**config.mk**
```make
export PLATFORM = sky130hd
export DESIGN_NAME = riscv_exc_arbiter_flat
export DESIGN_NICKNAME = d
export VERILOG_FILES = /design/src/rtl/riscv_exc_arbiter_if.sv /design/src/rtl/riscv_exc_arbiter.sv /design/src/flat_wrapper.sv
export SDC_FILE = /design/constraint.sdc
export NUM_CORES = 1
export LEC_CHECK = 0
export BUFFER_PORTS_ARGS = -buffer_cell sky130_fd_sc_hd__buf_2
export CAP_MARGIN = 20
export CORE_ASPECT_RATIO = 1.25
export CORE_MARGIN = 3
export CORE_UTILIZATION = 40
export DETAILED_ROUTE_END_ITERATION = 7
export HOLD_SLACK_MARGIN = 0.15
export PLACE_DENSITY = 0.84
export SYNTH_ARGS = -nofsm -noshare
export SYNTH_HDL_FRONTEND = slang
export SYNTH_SLANG_ARGS = --single-unit
```
**constraint.sdc**
```tcl
create_clock -name clk -period 2.7 [get_ports clk]
set_input_delay 0 -clock clk [delete_from_list [all_inputs] [get_ports clk]]
set_output_delay 0 -clock clk [all_outputs]
set_load 0.005 [all_outputs]
```
**src/rtl/riscv_exc_arbiter_if.sv**
```systemverilog
// riscv_exc_arbiter_if
//   Handshake bundle between the exception arbiter and the main controller/CSR block.
//   master : arbiter side (drives request, cause, PC selects, trap and the cause strobe)
//   slave  : controller/CSR side (drives ack_i)
//   req_o        exception/IRQ request
//   ack_i        controller accepts the request
//   trap_o       debug trap request
//   pc_mux_o     exception PC select (EXC_PC_*)
//   vec_pc_mux_o vectored handler index (= cause_o[4:0])
//   cause_o      cause to CSR, bit5 = interrupt
//   save_cause_o CSR write strobe for cause_o
interface riscv_exc_arbiter_if;
    logic       req_o;
    logic       ack_i;
    logic       trap_o;
    logic [1:0] pc_mux_o;
    logic [4:0] vec_pc_mux_o;
    logic [5:0] cause_o;
    logic       save_cause_o;

    modport master (
        output req_o, trap_o, pc_mux_o, vec_pc_mux_o, cause_o, save_cause_o,
        input  ack_i
    );

    modport slave (
        input  req_o, trap_o, pc_mux_o, vec_pc_mux_o, cause_o, save_cause_o,
        output ack_i
    );
endinterface

```
**src/rtl/riscv_exc_arbiter.sv**
```systemverilog
// riscv_exc_arbiter
//   Exception/interrupt arbiter for the RI5CY pipeline. Synchronous exceptions win
//   over interrupts; among interrupts the lowest enabled pending id wins. Once a
//   request is raised and not accepted in the same cycle, its cause and PC select
//   are frozen until the controller acknowledges.
//
//   Build option: define RISCV_EXC_EDGE_IRQ_EN to honour IRQ_EDGE (rising-edge
//   pending latches per line). Without it every line is level-sensitive and
//   irq_pending_o mirrors irq_i.
//
// Ports
//   clk, rst         core clock, synchronous active-high reset
//   ctrl             controller handshake (req/ack, cause, pc_mux, vec_pc_mux, trap, save_cause)
//   irq_i            interrupt lines
//   irq_mask_i       per-line enable (1 = enabled)
//   irq_enable_i     global interrupt enable
//   ebrk_insn_i, illegal_insn_i, ecall_insn_i   decoder events
//   lsu_load_err_i, lsu_store_err_i             LSU bus errors
//   irq_pending_o    current pending vector
//   dbg_settings_i   debug settings (SSTE/EBRK/ELSU/EILL/ECALL/IRQ bits)
module riscv_exc_arbiter #(
    parameter int          NUM_IRQ    = 32,
    parameter logic [31:0] IRQ_EDGE   = 32'h0,
    parameter int          DBG_SETS_W = 6
) (
    input  logic                  clk,
    input  logic                  rst,
    riscv_exc_arbiter_if.master   ctrl,
    input  logic [NUM_IRQ-1:0]    irq_i,
    input  logic [NUM_IRQ-1:0]    irq_mask_i,
    input  logic                  irq_enable_i,
    input  logic                  ebrk_insn_i,
    input  logic                  illegal_insn_i,
    input  logic                  ecall_insn_i,
    input  logic                  lsu_load_err_i,
    input  logic                  lsu_store_err_i,
    output logic [NUM_IRQ-1:0]    irq_pending_o,
    input  logic [DBG_SETS_W-1:0] dbg_settings_i
);

    // riscv_defines exception PC selects
    localparam logic [1:0] EXC_PC_ILLINSN = 2'b00;
    localparam logic [1:0] EXC_PC_ECALL   = 2'b01;
    localparam logic [1:0] EXC_PC_LOAD    = 2'b10;
    localparam logic [1:0] EXC_PC_STORE   = 2'b10;
    localparam logic [1:0] EXC_PC_IRQ     = 2'b11;

    // debug settings bit positions
    localparam int DBG_SETS_IRQ   = 5;
    localparam int DBG_SETS_ECALL = 4;
    localparam int DBG_SETS_EILL  = 3;
    localparam int DBG_SETS_ELSU  = 2;
    localparam int DBG_SETS_EBRK  = 1;
    localparam int DBG_SETS_SSTE  = 0;

    typedef enum logic [1:0] {
        IDLE     = 2'b00,
        WAIT_ACK = 2'b01
    } state_e;

    state_e       state;
    logic [5:0]   cause_q;
    logic [1:0]   pc_mux_q;

    logic [NUM_IRQ-1:0] pend;
    logic [NUM_IRQ-1:0] eff;
    logic [4:0]         irq_id;
    logic               irq_any;
    logic [5:0]         cause_int;
    logic [1:0]         pc_mux_int;
    logic               req_int;
    logic [5:0]         cause_sel;

    // ------------------------------------------------------------------
    // Pending vector
    // ------------------------------------------------------------------
`ifdef RISCV_EXC_EDGE_IRQ_EN
    // Handshake and the cause being accepted on that cycle: the freshly
    // arbitrated one in IDLE (one-cycle handshake), the frozen one otherwise.
    logic       hs;
    logic [5:0] hs_cause;
    assign hs       = ctrl.req_o & ctrl.ack_i;
    assign hs_cause = (state == WAIT_ACK) ? cause_q : cause_int;

    for (genvar g = 0; g < NUM_IRQ; g++) begin : g_lane
        if (IRQ_EDGE[g]) begin : g_edge
            logic pend_q;
            logic irq_d;
            logic clr;
            assign clr = hs & hs_cause[5] & (hs_cause[4:0] == 5'(g));
            always_ff @(posedge clk) begin
                if (rst) begin
                    pend_q <= 1'b0;
                    irq_d  <= 1'b0;
                end else begin
                    irq_d  <= irq_i[g];
                    // a new rising edge in the clearing cycle keeps the line pending
                    pend_q <= (irq_i[g] & ~irq_d) | (pend_q & ~clr);
                end
            end
            assign pend[g] = pend_q;
        end else begin : g_level
            assign pend[g] = irq_i[g];
        end
    end
`else
    assign pend = irq_i;
    logic unused_cfg;
    assign unused_cfg = ^IRQ_EDGE;
`endif

    assign irq_pending_o = pend;
    assign eff           = pend & irq_mask_i & {NUM_IRQ{irq_enable_i}};
    assign irq_any       = |eff;

    // lowest set index wins
    always_comb begin
        irq_id = '0;
        for (int i = NUM_IRQ - 1; i >= 0; i--) begin
            if (eff[i]) irq_id = 5'(i);
        end
    end

    // ------------------------------------------------------------------
    // Priority arbitration
    // ------------------------------------------------------------------
    always_comb begin
        cause_int  = 6'h00;
        pc_mux_int = EXC_PC_ILLINSN;
        if (lsu_store_err_i) begin
            cause_int  = 6'h07;
            pc_mux_int = EXC_PC_STORE;
        end else if (lsu_load_err_i) begin
            cause_int  = 6'h05;
            pc_mux_int = EXC_PC_LOAD;
        end else if (illegal_insn_i) begin
            cause_int  = 6'h02;
            pc_mux_int = EXC_PC_ILLINSN;
        end else if (ecall_insn_i) begin
            cause_int  = 6'h0B;
            pc_mux_int = EXC_PC_ECALL;
        end else if (ebrk_insn_i) begin
            cause_int  = 6'h03;   // reported only, never requests
        end else if (irq_any) begin
            cause_int  = {1'b1, irq_id};
            pc_mux_int = EXC_PC_IRQ;
        end
    end

    assign req_int = lsu_store_err_i | lsu_load_err_i | illegal_insn_i
                   | ecall_insn_i | irq_any;

    // ------------------------------------------------------------------
    // Handshake FSM. Outputs bypass the registers in IDLE so a request is
    // visible with zero latency; WAIT_ACK replays the frozen values.
    // ------------------------------------------------------------------
    always_ff @(posedge clk) begin
        if (rst) begin
            state    <= IDLE;
            cause_q  <= 6'h00;
            pc_mux_q <= 2'b00;
        end else begin
            case (state)
                IDLE: begin
                    if (req_int) begin
                        cause_q  <= cause_int;
                        pc_mux_q <= pc_mux_int;
                        if (!ctrl.ack_i) state <= WAIT_ACK;
                    end
                end
                WAIT_ACK: begin
                    if (ctrl.ack_i) state <= IDLE;
                end
                default: state <= IDLE;
            endcase
        end
    end

    always_comb begin
        ctrl.req_o        = 1'b0;
        ctrl.save_cause_o = 1'b0;
        ctrl.pc_mux_o     = 2'b00;
        cause_sel         = 6'h00;
        case (state)
            IDLE: begin
                ctrl.req_o        = req_int;
                ctrl.save_cause_o = req_int & ctrl.ack_i;
                ctrl.pc_mux_o     = pc_mux_int;
                cause_sel         = cause_int;
            end
            WAIT_ACK: begin
                ctrl.req_o        = 1'b1;
                ctrl.save_cause_o = ctrl.ack_i;
                ctrl.pc_mux_o     = pc_mux_q;
                cause_sel         = cause_q;
            end
            default: ;
        endcase
    end

    // ebreak overrides the reported cause in every state
    assign ctrl.cause_o      = ebrk_insn_i ? 6'h03 : cause_sel;
    assign ctrl.vec_pc_mux_o = ctrl.cause_o[4:0];

    assign ctrl.trap_o = dbg_settings_i[DBG_SETS_SSTE]
                       | (ecall_insn_i   & dbg_settings_i[DBG_SETS_ECALL])
                       | ((lsu_load_err_i | lsu_store_err_i) & dbg_settings_i[DBG_SETS_ELSU])
                       | (ebrk_insn_i    & dbg_settings_i[DBG_SETS_EBRK])
                       | (illegal_insn_i & dbg_settings_i[DBG_SETS_EILL])
                       | (irq_any        & dbg_settings_i[DBG_SETS_IRQ]);

endmodule

```
**src/flat_wrapper.sv**
```systemverilog
// flat-port wrapper written by rule: the top's interface ports become plain ports
module riscv_exc_arbiter_flat 
#(
    parameter int          NUM_IRQ    = 32,
    parameter logic [31:0] IRQ_EDGE   = 32'h0,
    parameter int          DBG_SETS_W = 6
)
  (clk, rst, irq_i, irq_mask_i, irq_enable_i, ebrk_insn_i, illegal_insn_i, ecall_insn_i, lsu_load_err_i, lsu_store_err_i, irq_pending_o, dbg_settings_i, ctrl_req_o, ctrl_trap_o, ctrl_pc_mux_o, ctrl_vec_pc_mux_o, ctrl_cause_o, ctrl_save_cause_o, ctrl_ack_i);
  riscv_exc_arbiter_if ctrl_i ();
  input  logic clk;
  input  logic rst;
  input  logic [NUM_IRQ-1:0] irq_i;
  input  logic [NUM_IRQ-1:0] irq_mask_i;
  input  logic irq_enable_i;
  input  logic ebrk_insn_i;
  input  logic illegal_insn_i;
  input  logic ecall_insn_i;
  input  logic lsu_load_err_i;
  input  logic lsu_store_err_i;
  output logic [NUM_IRQ-1:0] irq_pending_o;
  input  logic [DBG_SETS_W-1:0] dbg_settings_i;
  output wire logic [$bits(ctrl_i.req_o)-1:0] ctrl_req_o;
  output wire logic [$bits(ctrl_i.trap_o)-1:0] ctrl_trap_o;
  output wire logic [$bits(ctrl_i.pc_mux_o)-1:0] ctrl_pc_mux_o;
  output wire logic [$bits(ctrl_i.vec_pc_mux_o)-1:0] ctrl_vec_pc_mux_o;
  output wire logic [$bits(ctrl_i.cause_o)-1:0] ctrl_cause_o;
  output wire logic [$bits(ctrl_i.save_cause_o)-1:0] ctrl_save_cause_o;
  input wire logic [$bits(ctrl_i.ack_i)-1:0] ctrl_ack_i;
  assign ctrl_req_o = ctrl_i.req_o;
  assign ctrl_trap_o = ctrl_i.trap_o;
  assign ctrl_pc_mux_o = ctrl_i.pc_mux_o;
  assign ctrl_vec_pc_mux_o = ctrl_i.vec_pc_mux_o;
  assign ctrl_cause_o = ctrl_i.cause_o;
  assign ctrl_save_cause_o = ctrl_i.save_cause_o;
  assign ctrl_i.ack_i = ctrl_ack_i;
  riscv_exc_arbiter #(.NUM_IRQ(NUM_IRQ), .IRQ_EDGE(IRQ_EDGE), .DBG_SETS_W(DBG_SETS_W)) u_core (.clk(clk), .rst(rst), .ctrl(ctrl_i), .irq_i(irq_i), .irq_mask_i(irq_mask_i), .irq_enable_i(irq_enable_i), .ebrk_insn_i(ebrk_insn_i), .illegal_insn_i(illegal_insn_i), .ecall_insn_i(ecall_insn_i), .lsu_load_err_i(lsu_load_err_i), .lsu_store_err_i(lsu_store_err_i), .irq_pending_o(irq_pending_o), .dbg_settings_i(dbg_settings_i));
endmodule
```
==> impl_metrics.ini, run 1 <==
[status]
outcome = finished, final reports clean

[detailed_routing]
wl_per_cell_um = 13.9
first_pass_iters = 4
via_count = 1872
avgViaCountPerCell = 5.62
ant_nets = 0
drcViolationCount = 0
wirelength_um = 4610
drt_iter0_drc = 48

[timing]
relSlewSlack = 0.566
maxClockFrequency_ghz = 0.467
rsz0062_at_grt = no
finalSetupTns_ps = 0
tightest_slew_ps = 644
clock_skew_ps = 1.43
drv_slew = 0
final-hold-violation-count = 0
min_period_ps = 2140
fin_crit_sh = 0.794
setup_violations = 0

[logic_synthesis]
synth_cells = 203
syn_area_um2 = 1470
async_flop_share = 0
yosysWarnings = 0
syn-num-nets = 282
yosys_register_bits = 9
synth_top_cell_by_area = buf_4
yosys_most_used_dff = dfxtp_1
synth.top_cell.area_share = 0.194
syn_avg_cell_area_um2 = 7.23
synth_cell_type_count = 44
seq_area_frac_synth = 0.123
yosys-top-cells-area = buf_4 19%, dfxtp_1 12%, a22oi_1 7.7%, nand2_1 6.9%, a21oi_1 5.5%
synth_enable_flop_cells = 0

[cells_and_area]
instances_no_fill = 333
nets = 374
antenna_cells = 0
final_layout_size_suffix_gt1_frac = 0.480
synthToLayoutAreaGrowth_pct = 30.9
design_area_um2 = 1920

[run]
maxCapViolations = 0

[global_route]
grt_usage = 0.192
grt_overflow = 0
grt_pass1_wl_um = 6970
grt_pass1_vias = 1734
grt_start_max_net_pins = 17
antenna_found_initial = 0

[critical_path]
cpPeakStageDelay_ps = 640
cpLargestDelayFamily = simple AND/OR/NAND/NOR gates
rr_worst_depth = 4
cp-end-kind = flop
path_buf_inv = 1
worstPathCellList = nor4_1 -> nand3_1 -> nor3b_1 -> dlygate4sd3_1
cp.arrival_ps = 2250
critical_path_class = flop to flop
worstSetupStartpointType = flop
cpMaxStageDelayCell = nor4_1
required_ps = 2810
cp.depth = 4
crit_fanout = 12

[floorplan]
ios = 127
die_w_um = 60.2
die_h_um = 73.7
fp-row-count = 24
start_util = 0.418
core_area_um2 = 3510
die_area_um2 = 4440

[pwr]
vdd_drop_max_v = 0.000399
p_leak_nw = 0.922
p_per_area_nw_per_um2 = 295

[min_path]
hold_class = input port to flop
whs_path_depth = 3

[placed_design]
dp_hpwl_um = 3910
place_area_um2 = 1850
dp.cells = 326
place_congestion = 0.834
portBuffers = 126

[clock_network]
hold_buffers = 3
cts_tree = built
clk_transition_reported_paths_ps = 50
root_buffer = clkbuf_8
cts.sinks = 9
clk_latency_ps = 230
cts_resized = 0
cts_max_level = 1
numCtsBuffers = 3
postCtsSetupRepairBufs = 0
clockBufferDepth = 2
[area by class of cell]
class | count | area, um^2
Clock buffer | 4 | 45.0
Multi-Input combinational cell | 148 | 972
Inverter | 4 | 15.0
Tap cell | 39 | 48.8
Sequential cell | 9 | 180
Timing Repair Buffer | 129 | 661
Fill cell | 365 | 1590
[Yosys cell counts, types with 3 or more instances]
master and instances:
o21ai_0 8, nand2b_1 3, nor3_1 4, nand4_1 3, buf_4 38, nand3_1 3, and2_1 3, a31o_2 3
a22oi_1 15, inv_1 3, dfxtp_1 9, nor2_1 10, clkbuf_1 3, a41oi_1 3, a22o_1 8, nand2_1 27
nand3b_1 3, a32oi_1 5, a21oi_1 16, a211oi_1 4, o211ai_1 3
[path summary, 6_finish.rpt]
kind	from	endpoint	slack (ps)
worst max-delay path	u_core.state[0]	u_core.state[0]	560
worst min-delay path	lsu_load_err_i	u_core.cause_q[1]	160
worst max register to register	u_core.state[0]	u_core.state[0]	560
worst min register to register	u_core.pc_mux_q[0]	u_core.pc_mux_q[0]	460
[stage by stage]
| stage | hold WS [ps] | util | setup slack (ps) | power, mW |
|---|---|---|---|---|
| 2_1_floorplan | 76.1 | - | 1050 | 0.313 |
| 3_3_place_gp | 175 | 0.526 | 815 | 0.408 |
| 4_1_cts | 157 | 0.547 | 585 | 0.569 |
| 5_1_grt | 176 | 0.547 | 428 | 0.608 |
| 6_report | 162 | 0.547 | 557 | 0.568 |
| 3_5_place_dp | 181 | 0.526 | 740 | 0.412 |
[kinds of logic after synthesis]
kind of cell    after synthesis  synth area share
simple gates                 65             0.232
compound gates               82             0.423
mux                           1           0.00767
buf+inv                      46             0.215
flops                         9             0.123
[sequential cells by signal (all words and copies together) (netlist names)]
signal           count
u_core.cause_q       6
u_core.pc_mux_q      2
u_core.state         1
[worst reg2reg max path, cell delays in order (launching register included)]
cell and delay, ps:
dfxtp_1 430, nor4_1 640, nand3_1 220, nor3b_1 190, dlygate4sd3_1 550
[where the power goes]
| part | total (mW) | internal (mW) | switching (mW) | leakage, nW |
|---|---|---|---|---|
| Clock | 0.154 | 0.103 | 0.0508 | 0.0228 |
| Sequential | 0.146 | 0.141 | 0.00566 | 0.0742 |
| Combinational | 0.268 | 0.130 | 0.138 | 0.826 |
[routing by layer]
metal  GRT usage  up-vias  wire length (um)
met2       0.389       73              2470
met5           0        -                 0
met4      0.0271        0                34
li1            -      942                 -
met3      0.0158        2               330
met1       0.212      855              1780
[cells in the final DEF (no fill, tap or decap), types with 2 or more instances in the layout]
cell type	count
o2111ai_1	2
buf_2	126
a31oi_1	2
nand4_1	3
nor4_1	2
a211oi_1	4
clkbuf_8	3
a21oi_1	16
a22oi_1	15
nand3_1	3
nor2_1	10
a221oi_2	2
a41oi_1	3
inv_1	3
o31ai_1	2
a22o_1	8
o41ai_2	2
a32oi_1	5
o211ai_1	3
dlygate4sd3_1	3
o21ai_0	8
nand3b_1	3
nand2b_1	3
a31o_2	3
and2_1	3
nand2_1	27
dfxtp_1	9
nor3_1	4
No activity file was read; power rests on OpenSTA's default activity.
==> run 2, diff against run 1 <==
CORE_UTILIZATION = 39   (was 40)
PLACE_DENSITY = 0.82   (was 0.84)
clock period = 2.1 ns   (was 2.7 ns; I/O delays follow)
==> impl_metrics.ini, run 2 (synthesis results as in run 1) <==
[global_route]
grt_pass1_wl_um = 7090
grt_start_max_net_pins = 16
grt_pass1_vias = 1715
grt_overflow = 0
antenna_found_initial = 0
grt_usage = 0.198

[critical_path]
path_buf_inv = 2
cpPeakStageDelay_ps = 560
required_ps = 2220
worstPathCellList = buf_2 -> a22o_1 -> o41ai_4 -> nor4b_4 -> nand3_2 -> nor3b_1 -> dlygate4sd3_1
critical_path_class = input port to flop
crit_fanout = 4
cp-end-kind = flop
cpMaxStageDelayCell = dlygate4sd3_1
cp.arrival_ps = 2060
worstSetupStartpointType = input port
cpLargestDelayFamily = compound AO/OA/AOI/OAI gates

[cells_and_area]
final_layout_size_suffix_gt1_frac = 0.498
synthToLayoutAreaGrowth_pct = 35.5
instances_no_fill = 338
final_cell_mix = 126 x buf_2, 27 x nand2_1, 16 x a21oi_1
reg_top3 = u_core.cause_q (6), u_core.pc_mux_q (2), u_core.state (1)
design_area_um2 = 1990
largest_reg_flops = 6
nets = 379
largest-register = u_core.cause_q
layout_commonest_cell = buf_2
antenna_cells = 0
multiInputGateArea_um2 = 1000
register_area_um2 = 180
nFillCells = 356

[timing]
tightest_slew_ps = 525
fin_crit_sh = 0.922
worst_slack_ps = 165
rsz0062_at_grt = no
final-hold-violation-count = 0
setup_violations = 0
relSlewSlack = 0.647
finalSetupTns_ps = 0
clock_skew_ps = 2.01
drv_slew = 0
min_period_ps = 1940
maxClockFrequency_ghz = 0.517

[placed_design]
place_area_um2 = 1870
dp_hpwl_um = 3990
place_ws_ps = 160
portBuffers = 126
dp.cells = 329
place_congestion = 0.818

[clock_network]
clk_latency_ps = 240
root_buffer = clkbuf_8
cts.sinks = 9
cts_tree = built
numCtsBuffers = 3
cts_max_level = 1
clockBufferDepth = 2
clk_transition_reported_paths_ps = 50

[floorplan]
fp-row-count = 24
start_util = 0.414
die_h_um = 74.6
die_w_um = 60.9
core_area_um2 = 3540
die_area_um2 = 4540
ios = 127

[pwr]
p_leak_nw = 0.953
vdd_drop_max_v = 0.000134
p_total_uw = 757
p_per_area_nw_per_um2 = 381

[detailed_routing]
drt_iter0_drc = 57
wirelength_um = 4870
wl_per_cell_um = 14.4
ant_nets = 0
avgViaCountPerCell = 5.79
first_pass_iters = 5
drcViolationCount = 0
via_count = 1956

[status]
outcome = finished, final reports clean

[min_path]
hold_class = input port to flop

[run]
maxCapViolations = 0
==> run 2: cell count changes in the layout (fill, tap and decap cells not counted), sizes merged <==
cell,previous run,this run
buf,126,131
==> run 2: stage by stage <==
step | hold WS, ps | util
2_1_floorplan | 76.1 | -
3_3_place_gp | 176 | 0.528
3_5_place_dp | 186 | 0.528
4_1_cts | 150 | 0.549
5_1_grt | 166 | 0.561
6_report | 160 | 0.561
==> run 2: final cells by class <==
cell class              instances  share of cell area
inverters                       4             0.00755
flip-flops and latches          9              0.0906
clock buffers                   4              0.0227
well taps                      39              0.0245
multi-input cells             148               0.503
repair buffers                134               0.351
==> run 2: what timing repair did <==
action,4_1_cts,5_1_grt
hold endpoints to repair,9,0
hold buffers,3,0
setup endpoints to repair,0,1
buffers inserted,0,2
resized for setup,0,4
==> run 2: layer usage <==
| metal | GRT usage | share of wire |
|---|---|---|
| met1 | 0.226 | 0.38 |
| met4 | 0.0819 | 0.018 |
| met2 | 0.365 | 0.53 |
| met5 | 0 | 0 |
| met3 | 0.0208 | 0.075 |
==> run 2: path summary, 6_finish.rpt <==
| path | slack [ps] | to | from | depth (start not counted) |
|---|---|---|---|---|
| worst min-delay path | 160 | u_core.cause_q[1] | lsu_load_err_i | 3 |
| worst max register to register | 250 | u_core.state[0] | u_core.state[0] | 5 |
| worst max-delay path | 160 | u_core.state[0] | irq_i[5] | 7 |
| worst min register to register | 450 | u_core.cause_q[3] | u_core.cause_q[3] | 2 |
==> run 2: where the power goes <==
part	leakage [nW]	switching [mW]	internal [mW]	total, mW
sequential	0.0742	0.00790	0.181	0.189
clock	0.0228	0.0720	0.133	0.205
combinational	0.856	0.188	0.175	0.363
==> run 2: tightest hold or removal path, delay by kind of cell <==
family | cells | cell delay (ps)
simple gates | 1 | 150
compound gates | 1 | 50
buf+inv | 1 | 140
